[config.mk]
export PLATFORM = sky130hd
export DESIGN_NAME = nibble_deserializer
export DESIGN_NICKNAME = d
export VERILOG_FILES = /design/src/rtl/nibble_deserializer.sv
export SDC_FILE = /design/constraint.sdc
export NUM_CORES = 1
export LEC_CHECK = 0
export CORE_UTILIZATION = 40
export DETAILED_ROUTE_END_ITERATION = 10
export DONT_BUFFER_PORTS = 1
export GPL_ROUTABILITY_DRIVEN = 0
export SYNTH_ARGS = -nofsm -noshare
export SYNTH_HDL_FRONTEND = slang
export SYNTH_SLANG_ARGS = --single-unit
[constraint.sdc]
create_clock -name clk -period 1.3 [get_ports clk]
set_input_delay 0.26 -clock clk [delete_from_list [all_inputs] [get_ports clk]]
set_output_delay 0.26 -clock clk [all_outputs]
set_load 0.05 [all_outputs]
[src/rtl/nibble_deserializer.sv]
// ============================================================================
// Module   : nibble_deserializer
// Brief    : Collects NIBBLES consecutive 4-bit nibbles from a shift chain
//            into one parallel word, presented on a valid/ready handshake.
//            While a completed word waits, the nibble side is back-pressured.
// Options  : DESER_FLUSH_EN - adds a 'flush' input that emits a partially
//            filled word, left-aligned with zero padding in the low nibbles.
// Revision : 1.0 - initial release
// ============================================================================
`default_nettype none

module nibble_deserializer #(
    parameter int NIBBLES = 8,
    parameter int CW      = $clog2(NIBBLES + 1)
) (
    input  logic                 clk,
    input  logic                 rst,
    input  logic [3:0]           si,
    input  logic                 shn,
    output logic                 shn_rdy,
    output logic [4*NIBBLES-1:0] word,
    output logic                 word_vld,
    input  logic                 word_rdy,
`ifdef DESER_FLUSH_EN
    input  logic                 flush,
`endif
    output logic [CW-1:0]        cnt
);

    localparam int            c_WW   = 4 * NIBBLES;
    localparam logic [CW-1:0] c_ONE  = CW'(1);
    localparam logic [CW-1:0] c_LAST = CW'(NIBBLES - 1);
`ifdef DESER_FLUSH_EN
    localparam logic [CW-1:0] c_NIB  = CW'(NIBBLES);
`endif

    typedef enum logic [0:0] {
        COLLECT = 1'b0,
        FULL    = 1'b1
    } state_t;

    state_t            r_state;
    logic [c_WW-1:0]   r_word;
    logic [CW-1:0]     r_cnt;

`ifdef DESER_FLUSH_EN
    logic              w_flush_go;
    logic [c_WW-1:0]   w_flush_word;

    // Partial word: drop the stale upper nibbles and left-align the k captured ones
    always_comb begin
        w_flush_go   = flush && (r_cnt != '0);
        w_flush_word = r_word << {(c_NIB - r_cnt), 2'b00};
    end
`endif

    // Accumulator and two-state handshake FSM
    always_ff @(posedge clk or negedge rst) begin
        if (!rst) begin
            r_state <= COLLECT;
            r_word  <= '0;
            r_cnt   <= '0;
        end else begin
            case (r_state)
                COLLECT: begin
`ifdef DESER_FLUSH_EN
                    // flush wins over a nibble arriving on the same edge
                    if (w_flush_go) begin
                        r_word  <= w_flush_word;
                        r_state <= FULL;
                    end else
`endif
                    if (shn) begin
                        r_word <= {r_word[c_WW-5:0], si};
                        r_cnt  <= r_cnt + c_ONE;
                        if (r_cnt == c_LAST) begin
                            r_state <= FULL;
                        end
                    end
                end
                FULL: begin
                    // word is left in place; it is overwritten by the next shifts
                    if (word_rdy) begin
                        r_state <= COLLECT;
                        r_cnt   <= '0;
                    end
                end
                default: begin
                    r_state <= COLLECT;
                end
            endcase
        end
    end

    assign shn_rdy  = (r_state == COLLECT);
    assign word_vld = (r_state == FULL);
    assign word     = r_word;
    assign cnt      = r_cnt;

endmodule

`default_nettype wire

==> results.md <==
* Worst EP required at 1040 ps
* Combinational family with the most area after synthesis: multiplexers
* Final Critical Period at 1340 ps
* P&R area growth vs syn at 29.4%
* Commonest non-fill, non-tap cells in the layout: buf_4, dfrtp_1, mux2_4, clkbuf_8
* Synthesized instance count at 95
* Drt pass-1 iters at 3
* Yosys reg bits at 37
* Die Footprint at 4350 um^2
* Critical Path, Cell by Cell: buf_12 -> inv_6 -> buf_12
* Aggregate routed wire length at 2.70 mm
* H-tree levels at 2
* Total half-perimeter wirelength after legalization and detailed placement at 1.77 mm
* Area fraction in compound gates after synthesis at 1.99%
* Clock transition at the register clock pins on the worst setup and hold paths after CTS at 70 ps
* Total Neg Setup Slack at -43.6 ps
* Syn_nets at 104
* Fraction of layout instances using a drive strength above 1 at 62.9%
* Average wire per standard cell at 14.4 um
* Worst hold path class: in -> reg
* Share of the yosys chip area belonging to registers at 56.6%
* Post-route clock skew at 3.80 ps
* Unrepaired setup endpoints after global routing: yes
* Post-route DRC violation count at 0
* Number of nets in the layout at 148
* Final clock period utilization by the worst path at 103%
* Final setup viols at 1
* Area share of fa/ha/maj cells after synthesis at 0.765%
* Critical-path top delay cell: dfrtp_2
* Cell at the root of the clock tree: clkbuf_8
* 1st-iter DRT viols at 45
* Reg-to-reg setup timing slack at 10 ps
* Post-synth design cell area at 1640 um^2
* Total inserted antenna cells at 0
* Result of the run: finished, violations left
* Sort of element at the end of the critical path: output pin
* Crit path buf inv count at 3
* Vias per cell at 4.81
* Initial Util at 43.1%
* Final count of pins violating max slew at 0
* Die H at 65.9 um
* Sink Count at 37
* Mux cell area share after synthesis at 29.5%
* Synth Area per Inst at 17.2 um^2
* Fraction of post-synthesis cell area in the top cell type by area at 56.6%
* Violations in the final reports: setup timing
* Post-Synth XOR/XNOR Area at 1.61%
* Arrival time at the worst endpoint at 1080 ps
* Clock latency on the worst-skew pair at 280 ps
* Critical path's top delay family: flip-flops
* Wire length of the first global-routing pass at 4.59 mm
* Leading area contributor after synthesis: dfrtp_1
* Top-level I/O count at 46
* TritonCTS clock tree: done
* Buffers added on ports at 0
* Warnings, synthesis at 0
* Delay of the slowest cell on the worst path at 450 ps
* Vias in the first global route at 964
* Slew margin rel. at 79.7%
* Highest Clock Rate at 0.744 GHz
* Overall die width at 65.9 um
* CTS Buffer Depth at 2
* Congestion Overflow GR at 0
* Area of the core at 3800 um^2
* Maximum capacitance violations at 0
* Final setup slack of the worst path at -43.6 ps
* Number of different library cells in the post-synthesis netlist at 18
* Vias post-DR at 904
* Critical Path Start Type: flop
* Synth area leaders: dfrtp_1, mux2_4, buf_12
* Most common cell after layout, fill and taps aside: buf_4
* Maximum number of pins on one net before global-route repair at 38
* Setup Crit Path Kind: reg -> out
* Initial antenna violation count at 0
* Final-report hold violation count at 0
* ANT nets after route at 0
* Maximum net fanout on the critical path at 5
* Simple-gate share of the synthesized area at 2.98%
* Overall fraction of global-route tracks in use at 14.3%
* Row count at 22
* Number of buffers added for setup after CTS at 0
* CP dominant cell by count: buf_12
* Transition at the pin with the smallest max-transition slack at 304 ps
* CTS buffer count at 5
-- layout make-up --
cell class	count	area, um^2
clock buffers	7	96.3
repair buffers	43	413
flip-flops and latches	37	930
inverters	1	8.76
fillers	329	1680
multi-input cells	51	603
well taps	48	60.1
clock inverters	1	5.00
-- worst reg2reg max path, stage by stage, from the launching register on --
cell     delay (ps)
dfrtp_2         450
nor2b_4         180
buf_12          220
mux2_4          330
-- cells by family after synthesis --
family,count (synthesis)
simple gates,9
compound gates,5
buf+inv,7
fa+ha+maj,1
flops,37
xor+xnor,3
mux,33
-- state kept, by name, indices dropped and copies added, names as in the netlist --
name,flops
cnt,4
word,32
word_vld,1
-- routing by layer --
layer	routed length (um)	track usage, %	vias up
met2	1220	20.8	34
met5	0	0	-
met1	1250	18.6	451
met4	32	7.71	0
met3	204	5.00	3
li1	-	-	416
-- through the flow --
stage / cells / utilization (%) / hold WS (ps) / setup slack [ps] / area, um^2
6_report: 188 / 55.7 / 61.2 / -43.6 / 2120
5_1_grt: 188 / 55.7 / 45.1 / -81.4 / 2120
4_1_cts: 188 / 55.6 / 50.8 / -48.9 / 2110
3_5_place_dp: 177 / 50.9 / -34.7 / 54.4 / 1930
3_3_place_gp: 177 / 50.9 / -34.5 / 73.3 / 1930
2_1_floorplan: 95 / - / -35.6 / -164 / 1640
-- worst paths after layout --
kind | endpoint | from | cells past startpoint
min in group asynchronous | word[22]$_DFFE_PN0P_ | rst | 2
worst min-delay path | cnt[2]$_DFFE_PN0P_ | word_rdy | 1
worst max register to register | word[26]$_DFFE_PN0P_ | word_vld$_DFF_PN0_ | 3
max in group asynchronous | cnt[1]$_DFFE_PN0P_ | rst | 2
worst min register to register | word[31]$_DFFE_PN0P_ | word[31]$_DFFE_PN0P_ | 1
worst max-delay path | shn_rdy | word_vld$_DFF_PN0_ | 3
-- cells in the mapped netlist (all sizes together) --
| cell | count |
|---|---|
| a41o | 1 |
| buf | 6 |
| dfrtp | 37 |
| ha | 1 |
| inv | 1 |
| mux2 | 32 |
| mux2i | 1 |
| nand2 | 5 |
| nand4 | 1 |
| nor2 | 1 |
| nor2b | 2 |
| o21ai | 3 |
| o22ai | 1 |
| xnor2 | 1 |
| xor2 | 2 |
-- timing repair --
action,4_1_cts,5_1_grt
hold endpoints to repair,37,0
gates resized for setup,5,1
cloned,1,0
pin swaps,0,0
hold buffers,2,0
endpoints found under the setup margin,1,23
Power is left out: the tool's default activity adds up to more than one toggle a clock period on the data nets, which glitch-free logic cannot reach.
